**config.mk**
```make
export PLATFORM = sky130hd
export DESIGN_NAME = next_hop_select
export DESIGN_NICKNAME = d
export VERILOG_FILES = /design/src/rtl/next_hop_select_pkg.sv /design/src/rtl/next_hop_select_hop_compare.sv /design/src/rtl/next_hop_select.sv
export SDC_FILE = /design/constraint.sdc
export NUM_CORES = 1
export LEC_CHECK = 0
export ABC_CLOCK_PERIOD_IN_PS = 2600
export CAP_MARGIN = 20
export CORE_ASPECT_RATIO = 1.5
export CORE_MARGIN = 2
export CORE_UTILIZATION = 44
export DETAILED_ROUTE_END_ITERATION = 10
export PLACE_DENSITY = 0.83
export REMOVE_ABC_BUFFERS = 1
export SYNTH_ARGS = -nofsm -noshare
export SYNTH_HDL_FRONTEND = slang
export SYNTH_HIERARCHICAL = 1
export SYNTH_SLANG_ARGS = --single-unit
```
**constraint.sdc**
```tcl
create_clock -name clk -period 2.6 [get_ports clk]
set_input_delay 0.52 -clock clk [delete_from_list [all_inputs] [get_ports clk]]
set_output_delay 0.52 -clock clk [all_outputs]
set_load 0.05 [all_outputs]
```
**src/rtl/next_hop_select_pkg.sv**
```systemverilog
// Shared Q-table definitions: word width, neighbor table capacity and the
// next-hop scan FSM state encoding. Also used by the Q-table update logic.
package next_hop_select_pkg;

    localparam int QT_WORD_WIDTH    = 16;
    localparam int QT_MAX_NEIGHBORS = 32;

    typedef enum logic [1:0] {
        ST_IDLE  = 2'd0,
        ST_SCAN  = 2'd1,
        ST_DRAIN = 2'd2
    } nhs_state_e;

endpackage

```
**src/rtl/next_hop_select_hop_compare.sv**
```systemverilog
// Combinational candidate-vs-best decision for the next-hop scan.
// A candidate is eligible when its energy meets the floor; it replaces the
// current best when nothing has been found yet, when its Q value is higher,
// or when Q ties and it has strictly more energy (a full tie keeps the
// earlier, lower-index entry).
module hop_compare #(
    parameter int WORD_WIDTH = 16
) (
    input  logic [WORD_WIDTH-1:0] cand_q_i,
    input  logic [WORD_WIDTH-1:0] cand_e_i,
    input  logic [WORD_WIDTH-1:0] min_e_i,
    input  logic [WORD_WIDTH-1:0] best_q_i,
    input  logic [WORD_WIDTH-1:0] best_e_i,
    input  logic                  found_i,
    output logic                  replace_o
);

    logic eligible;
    logic better;

    assign eligible  = (cand_e_i >= min_e_i);
    assign better    = (cand_q_i > best_q_i) ||
                       ((cand_q_i == best_q_i) && (cand_e_i > best_e_i));
    assign replace_o = eligible && (!found_i || better);

endmodule

```
**src/rtl/next_hop_select.sv**
```systemverilog
// Next-hop selector: scans the neighbor banks from index 0 to N-1 and keeps
// the eligible entry with the best Q value (energy breaks Q ties). Bank reads
// are synchronous, so a two-stage valid/last pipeline follows each address
// until its data is evaluated.
module next_hop_select
    import next_hop_select_pkg::*;
#(
    parameter int WORD_WIDTH    = QT_WORD_WIDTH,
    parameter int MAX_NEIGHBORS = QT_MAX_NEIGHBORS
) (
    input  logic                  clk,
    input  logic                  nrst,
    input  logic                  en,
    input  logic [WORD_WIDTH-1:0] neighborCount,
    input  logic [WORD_WIDTH-1:0] minEnergy,
    output logic [WORD_WIDTH-1:0] rd_index,
    input  logic [WORD_WIDTH-1:0] mSourceID,
    input  logic [WORD_WIDTH-1:0] mClusterID,
    input  logic [WORD_WIDTH-1:0] mEnergyLeft,
    input  logic [WORD_WIDTH-1:0] mQValue,
    output logic [WORD_WIDTH-1:0] bestID,
    output logic [WORD_WIDTH-1:0] bestClusterID,
    output logic [WORD_WIDTH-1:0] bestEnergy,
    output logic [WORD_WIDTH-1:0] bestQValue,
    output logic                  found,
    output logic                  busy,
    output logic                  done
);

    localparam logic [WORD_WIDTH-1:0] MAXN = WORD_WIDTH'(MAX_NEIGHBORS);
    localparam logic [WORD_WIDTH-1:0] ONE  = WORD_WIDTH'(1);

    nhs_state_e            state_q;
    logic [WORD_WIDTH-1:0] n_q, min_q, rd_q;
    logic [WORD_WIDTH-1:0] bid_q, bcl_q, be_q, bqv_q;
    logic                  found_q, done_q;
    // [0]: address on rd_index is live; [1]: bank data for it is live
    logic [1:0]            vld_q, last_q;

    logic [WORD_WIDTH-1:0] n_cap, last_idx;
    logic                  replace;

    assign n_cap    = (neighborCount > MAXN) ? MAXN : neighborCount;
    assign last_idx = n_q - ONE;

    hop_compare #(.WORD_WIDTH(WORD_WIDTH)) u_cmp (
        .cand_q_i  (mQValue),
        .cand_e_i  (mEnergyLeft),
        .min_e_i   (min_q),
        .best_q_i  (bqv_q),
        .best_e_i  (be_q),
        .found_i   (found_q),
        .replace_o (replace)
    );

    // Scan FSM, address generator, read-valid pipeline and best-entry registers
    always_ff @(posedge clk) begin
        if (nrst) begin
            state_q <= ST_IDLE;
            n_q     <= '0;
            min_q   <= '0;
            rd_q    <= '0;
            bid_q   <= '0;
            bcl_q   <= '0;
            be_q    <= '0;
            bqv_q   <= '0;
            found_q <= 1'b0;
            done_q  <= 1'b0;
            vld_q   <= '0;
            last_q  <= '0;
        end else begin
            done_q    <= 1'b0;
            vld_q     <= {vld_q[0], 1'b0};
            last_q    <= {last_q[0], 1'b0};

            if (vld_q[1] && replace) begin
                bid_q   <= mSourceID;
                bcl_q   <= mClusterID;
                be_q    <= mEnergyLeft;
                bqv_q   <= mQValue;
                found_q <= 1'b1;
            end

            case (state_q)
                ST_IDLE: begin
                    if (en) begin
                        n_q     <= n_cap;
                        min_q   <= minEnergy;
                        rd_q    <= '0;
                        bid_q   <= '0;
                        bcl_q   <= '0;
                        be_q    <= '0;
                        bqv_q   <= '0;
                        found_q <= 1'b0;
                        if (n_cap == '0) begin
                            done_q <= 1'b1;
                        end else begin
                            state_q   <= ST_SCAN;
                            vld_q[0]  <= 1'b1;
                            last_q[0] <= (n_cap == ONE);
                        end
                    end
                end
                ST_SCAN: begin
                    if (rd_q == last_idx) begin
                        state_q <= ST_DRAIN;
                    end else begin
                        rd_q      <= rd_q + ONE;
                        vld_q[0]  <= 1'b1;
                        last_q[0] <= ((rd_q + ONE) == last_idx);
                    end
                end
                ST_DRAIN: begin
                    if (vld_q[1] && last_q[1]) begin
                        state_q <= ST_IDLE;
                        done_q  <= 1'b1;
                    end
                end
                default: state_q <= ST_IDLE;
            endcase
        end
    end

    assign rd_index      = rd_q;
    assign bestID        = bid_q;
    assign bestClusterID = bcl_q;
    assign bestEnergy    = be_q;
    assign bestQValue    = bqv_q;
    assign found         = found_q;
    assign done          = done_q;
    assign busy          = (state_q != ST_IDLE);

endmodule

```
==> results.txt, run 1 <==
Clock skew - 0.0192 ns
CP startpoint - bestQValue[7]$_SDFF_PP0_
Required time worst endpoint - 2.92 ns
Via density - 6.15
Crit path launch type - flop
Top-area cell type share of the netlist area - 0.363
Hold Fails Final Rpt - 0
DIE WIDTH - 104 µm
Commonest non-fill, non-tap cells in the layout - 180 x nand2_1, 150 x clkdlybuf4s50_1, 104 x dfxtp_1, 100 x a21oi_1, 99 x buf_4
Share of layout cells above drive strength 1 - 0.230
RSZ-0062 raised after global routing - true
R2R Setup Slk - -0.23 ns
Critical path capture point type - flop
Number of global-route vias before repair - 7704
Post-synthesis cell type count - 61
Top FF cell, synth - dfxtp_1
GR Util All Layers - 0.318
Area Overhead vs Synth - 63.1%
Clk_lat worst skew - 0.43 ns
Die area - 0.0160 mm²
Slew Limit Fails - 0
Port Buffer Count - 181
Final Wtd Congestion - 0.891
Final worst path period share - 1.09
First-pass DRT Iterations - 8
FFs w/ async S/R, synth - 0
Total chip power - 5.49 mW
Hold_buf cts - 0
Clk buf depth - 2
Total CTS buffers - 17
Vias - 8174
Per-cell routed wire length - 23.5 µm
Boundary pin count - 182
Global route overflow - 0
CTS H-tree depth - 4
Failing checks - negative setup slack
Register area share after synthesis - 0.363
Leak - 4.28 nW
Hold path depth - 3
Synth Register Bits - 120
Final hold slack - 0.436 ns
Std cell rows - 54
Logic pwr share - 0.189
First-pass GRT wire length - 40.1 mm
Reg2reg path depth - 11
Status - finished with violations
CTS tree - yes
Post-synth top area cell - dfxtp_1
PwrDens - 509 mW/mm²
Synth Cell Area - 0.00661 mm²
Largest fanout on the critical path - 14
Initial Utilization - 0.453
Area contributors post-synth - dfxtp_1 36%, nand2_1 11%, ha_1 9.5%
Post-route setup slack - -0.234 ns
VDD IR max - 380 µV
Hold crit path type - input port to flop
Synthesized area per cell - 7.82 µm²
R2r endpoint - bestEnergy[11]$_SDFF_PP0_
Yosys warning total - 6
Clock Sinks - 120
Critical path type - flop to flop
Capture point of the worst path - bestEnergy[11]$_SDFF_PP0_
Internal power of the cells - 3.89 mW
Clock transition at path regs - 0.07 ns
Most common library cell in the layout ignoring fill and taps - nand2_1
Largest net degree at the start of global routing - 66
Sw power - 1.60 mW
Area of the core - 0.0146 mm²
Clk network pwr share - 0.462
Fin crit period - 2.83 ns
# DRC - 0
Antenna violations before repair - 5
# nets final - 1267
Fmax - 353 MHz
Routed WL - 31.2 mm
CTS Root Buffer Type - clkbuf_16
Sw Share - 0.291
Util after Layout - 0.739
Relative slew margins - 0.598
Worst slew pin tran - 0.601 ns
Hpwl dp - 16.2 mm
Finish-stage setup viols - 84
Seq pwr share - 0.349
EDFF count, synth - 0
Dpl ws - -0.521 ns
Syn Inst Count - 845
Drt initial violations - 810
Die Height - 154 µm
Reg2reg start - bestQValue[7]$_SDFF_PP0_
Worst EP arrival - 3.15 ns
Max-cap violations - 0
Routed Antenna Nets - 0
==> how the worst min path moves through the flow <==
stage	from	slack [ns]	end
after floorplan	last_q[0]$_SDFF_PP0_	0.41	last_q[1]$_SDFF_PP0_
after global placement	last_q[0]$_SDFF_PP0_	0.42	last_q[1]$_SDFF_PP0_
after detailed placement	vld_q[0]$_SDFF_PP0_	0.43	vld_q[1]$_SDFF_PP0_
after CTS	vld_q[0]$_SDFF_PP0_	0.44	vld_q[1]$_SDFF_PP0_
after global routing	mQValue[4]	0.43	bestQValue[4]$_SDFF_PP0_
final	mQValue[4]	0.44	bestQValue[4]$_SDFF_PP0_
==> synth_stat cells, types with 8 or more instances <==
library cell / count
nand3_1: 22
nand4_1: 9
nand2_1: 186
ha_1: 50
nor2_1: 33
clkbuf_1: 36
nor4_1: 11
a21oi_1: 112
or4_1: 8
nor2b_1: 10
a31oi_1: 9
inv_1: 60
and2_1: 11
xnor2_1: 20
xor2_1: 11
o21ai_0: 14
dfxtp_1: 120
nor3_1: 15
==> metal layers <==
metal	wire length [µm]	part of all wire	track usage	up-vias
met5	23	0.00074	0	-
met4	3100	0.10	0.189	4
met3	3010	0.096	0.0746	277
met2	15100	0.48	0.601	680
met1	9960	0.32	0.311	3750
li1	-	-	-	3463
==> cell families (layout without fill, tap and decap cells) <==
logic type | count (synthesis) | in the layout | synth area share
buf+inv | 105 | 390 | 0.0634
simple gates | 348 | 348 | 0.256
compound gates | 187 | 188 | 0.169
fa+ha+maj | 50 | 50 | 0.0947
other cells | 0 | 2 | 0
xor+xnor | 34 | 34 | 0.0513
mux | 1 | 1 | 0.00170
flops | 120 | 120 | 0.363
==> state kept, by name, summed over array words and instances, names as in the netlist, 16 cells and up <==
signal         flops
bestEnergy        16
n_q               16
min_q             16
rd_index          16
bestID            16
bestQValue        16
bestClusterID     16
==> critical path, cell delays in order (launching register included) <==
cell,delay [ns]
dfxtp_1,0.40
inv_1,0.10
ha_4,0.29
nand4_1,0.16
nor2_2,0.23
nand2_2,0.11
a221oi_2,0.31
a2bb2oi_2,0.26
and2_4,0.31
buf_12,0.18
nand2_1,0.12
a21oi_2,0.25
==> per-stage QoR <==
step	setup TNS, ns	cell area, µm²	instances
2_1_floorplan	-54.34	6410	800
3_3_place_gp	-24.33	9230	1269
3_5_place_dp	-30.52	9230	1269
4_1_cts	-1.72	10200	1312
5_1_grt	-11.45	10800	1328
6_report	-9.66	10800	1329
==> layout make-up <==
| class | count | area [µm²] |
|---|---|---|
| Antenna cell | 2 | 5.00 |
| Inverter | 60 | 225 |
| Tap cell | 196 | 245 |
| Fill cell | 868 | 3820 |
| Clock inverter | 14 | 185 |
| Multi-Input combinational cell | 621 | 4330 |
| Sequential cell | 120 | 2420 |
| Timing Repair Buffer | 298 | 2940 |
| Clock buffer | 18 | 429 |
==> power groups by stage <==
stage / registers (mW) / clock network, mW / logic, mW
4_1_cts: 1.91 / 2.51 / 0.874
2_1_floorplan: 2.02 / 0 / 0.310
3_5_place_dp: 1.95 / 0 / 0.792
6_report: 1.92 / 2.54 / 1.04
5_1_grt: 1.92 / 2.62 / 1.07
3_3_place_gp: 1.95 / 0 / 0.776
==> timing repair <==
| item | CTS | global route |
|---|---|---|
| setup endpoints to repair | 85 | 85 |
| setup buffers | 5 | 14 |
| gates cloned | 6 | 2 |
| endpoints found under the hold margin | 0 | 0 |
| pin swaps | 29 | 39 |
| gates resized for setup | 58 | 91 |
Note: power is estimated with default switching activity, not from simulation.
==> run 2: changes to the inputs <==
CELL_PAD_IN_SITES_DETAIL_PLACEMENT = 1   (was not set)
CELL_PAD_IN_SITES_GLOBAL_PLACEMENT = 2   (was not set)
CORE_UTILIZATION = 25   (was 44)
PLACE_DENSITY = 0.84   (was 0.83)
TNS_END_PERCENT = 50   (was not set)
==> run 2 against run 1 <==
  * The flow still finishes with violations (negative setup slack)
  * Core utilization down 31 points
  * Register-to-register slack better by 0.096 ns
  * Die area up 73%
  * Clock-buffer cell count unchanged
  * Total power down 0.97%
  * Global-route usage down 13 points
  * Maximum frequency up 3.5%
  * Sequential power about the same
  * Combinational power down 5%
  * Clock power about the same
  * Sequential cell count unchanged
==> results.txt, run 2 (synthesis gave the netlist of run 1 again) <==
CTS H-tree depth - 4 (unchanged)
Hold_buf cts - 0 (unchanged)
Clock skew - 0.00852 ns (-0.0107 ns)
# nets final - 1274 (+0.55%)
Reg2reg path depth - 8 (-3)
Area of the core - 0.0259 mm² (+77%)
Clk buf depth - 2 (unchanged)
Total CTS buffers - 17 (unchanged)
Via density - 4.94 (-20%)
CTS Root Buffer Type - clkbuf_16
Hold path depth - 3 (unchanged)
Largest net degree at the start of global routing - 66 (unchanged)
PwrDens - 493 mW/mm² (-3.2%)
Slew Limit Fails - 0 (unchanged)
Fmax - 365 MHz (+3.5%)
Relative slew margins - 0.300 (-0.298)
Fillcell total - 3015 (+250%)
Clock transition at path regs - 0.06 ns (about the same)
GR Util All Layers - 0.187 (-0.131)
Number of global-route vias before repair - 7708 (+0.052%)
Area Overhead vs Synth - 66.8%
Post-route setup slack - -0.138 ns (+0.0963 ns)
Fin crit period - 2.74 ns (-0.0963 ns)
Boundary pin count - 182 (unchanged)
RSZ-0062 raised after global routing - true
Antenna violations before repair - 1 (-4)
Worst EP arrival - 3.11 ns (-0.04 ns)
DIE WIDTH - 137 µm (+31%)
Share of layout cells above drive strength 1 - 0.215 (-0.0146)
Status - finished with violations
Port Buffer Count - 181 (unchanged)
Die area - 0.0278 mm² (+73%)
Vias - 7275 (-11%)
Design area - 0.0110 mm² (+2.3%)
Max-cap violations - 0 (unchanged)
Finish-stage setup viols - 19 (-77%)
Final hold slack - 0.385 ns (-0.0506 ns)
Critical path capture point type - flop
Placed standard-cell area - 0.00946 mm² (+2.4%)
# DRC - 0 (unchanged)
Final Wtd Congestion - 0.840 (-5.7%)
Worst slew pin tran - 1.05 ns (+0.445 ns)
Commonest non-fill, non-tap cells in the layout - 182 x nand2_1, 159 x clkdlybuf4s50_1, 111 x dfxtp_1, 103 x a21oi_1, 103 x buf_4
Final worst path period share - 1.05 (-0.0370)
Std cell rows - 72 (+33%)
Largest fanout on the critical path - 5 (-9)
Hold crit path type - input port to flop
Clk_lat worst skew - 0.43 ns (about the same)
First-pass DRT Iterations - 4 (-4)
Clock Sinks - 120 (unchanged)
Initial Utilization - 0.256 (-0.197)
Failing checks - negative setup slack
Required time worst endpoint - 2.97 ns (+0.05 ns)
First-pass GRT wire length - 40.1 mm (unchanged)
Leak - 4.31 nW (+0.62%)
VDD IR max - 441 µV (+16%)
Total chip power - 5.44 mW (-0.97%)
Reg area - 0.00241 mm² (-0.46%)
Drt initial violations - 270 (-67%)
Hpwl dp - 18.5 mm (+15%)
CTS tree - yes
Die Height - 203 µm (+32%)
Per-cell routed wire length - 18.7 µm (-20%)
Crit path launch type - flop
Hold Fails Final Rpt - 0 (unchanged)
Most common library cell in the layout ignoring fill and taps - nand2_1
Critical path type - flop to flop
Area of the multi-input gates - 0.00428 mm² (-1.1%)
Setup TNS - -1.72 ns (+7.94 ns)
Routed Antenna Nets - 0 (unchanged)
Routed WL - 27.5 mm (-12%)
Global route overflow - 0 (unchanged)
==> run 2: changes by cell type in the layout (fill, tap and decap cells not counted), moves of 5 or more <==
cell             delta
clkdlybuf4s50_1     +9
dfxtp_1             +7
dfxtp_2             -6
ha_4                -5
==> run 2: power by group <==
group / internal (mW) / total, mW / leakage, nW / switching [mW]
Combinational: 0.481 / 0.988 / 3.03 / 0.507
Sequential: 1.88 / 1.91 / 0.976 / 0.0288
Clock: 1.56 / 2.54 / 0.299 / 0.982
Total: 3.92 / 5.44 / 4.31 / 1.52
==> run 2: path summary, 6_finish.rpt <==
check	slack, ns	to	start
min reg2reg	0.44	last_q[1]$_SDFF_PP0_	last_q[0]$_SDFF_PP0_
max reg2reg	-0.14	rd_index[0]$_SDFFE_PP0P_	n_q[7]$_SDFFE_PP0P_
max	-0.14	rd_index[0]$_SDFFE_PP0P_	n_q[7]$_SDFFE_PP0P_
min	0.38	bestEnergy[0]$_SDFF_PP0_	mEnergyLeft[0]
==> run 2: metal layers <==
metal  vias to the layer above  share of wire  GRT usage
li1                       3475              -          -
met1                      3523           0.36      0.189
met2                       218           0.54      0.365
met3                        59          0.058     0.0358
met4                         0          0.037     0.0770
met5                         -              0          0
==> run 2: metrics by stage <==
step / cells / worst slack [ns] / util
5_1_grt: 1472 / -0.233 / 0.426
3_3_place_gp: 1413 / -0.442 / 0.366
4_1_cts: 1459 / -0.155 / 0.407
6_report: 1473 / -0.138 / 0.426
3_5_place_dp: 1413 / -0.574 / 0.366
2_1_floorplan: 800 / -0.797 / -
==> run 2: final cells by class <==
cell class | instances | area share
multi-input combinational | 622 | 0.388
timing repair buffer | 304 | 0.278
sequential | 120 | 0.219
clock buffer | 18 | 0.0398
tap | 333 | 0.0378
inverter | 60 | 0.0204
clock inverter | 14 | 0.0167
antenna | 2 | 0.000454
==> run 2: timing repair <==
| item | 4_1_cts | 5_1_grt |
|---|---|---|
| gates resized for setup | 44 | 71 |
| cloned | 8 | 3 |
| setup buffers | 6 | 9 |
| pin swaps | 35 | 48 |
| endpoints found under the setup margin | 85 | 85 |
==> run 2: worst max-delay path, cell delays in order, from the launching register on <==
cell     delay (ns)
dfxtp_1        0.31
or4_4          0.60
buf_6          0.15
nor3_4         0.21
xnor2_2        0.10
a211o_1        0.30
or4_4          0.61
a21oi_4        0.22
mux2_4         0.18
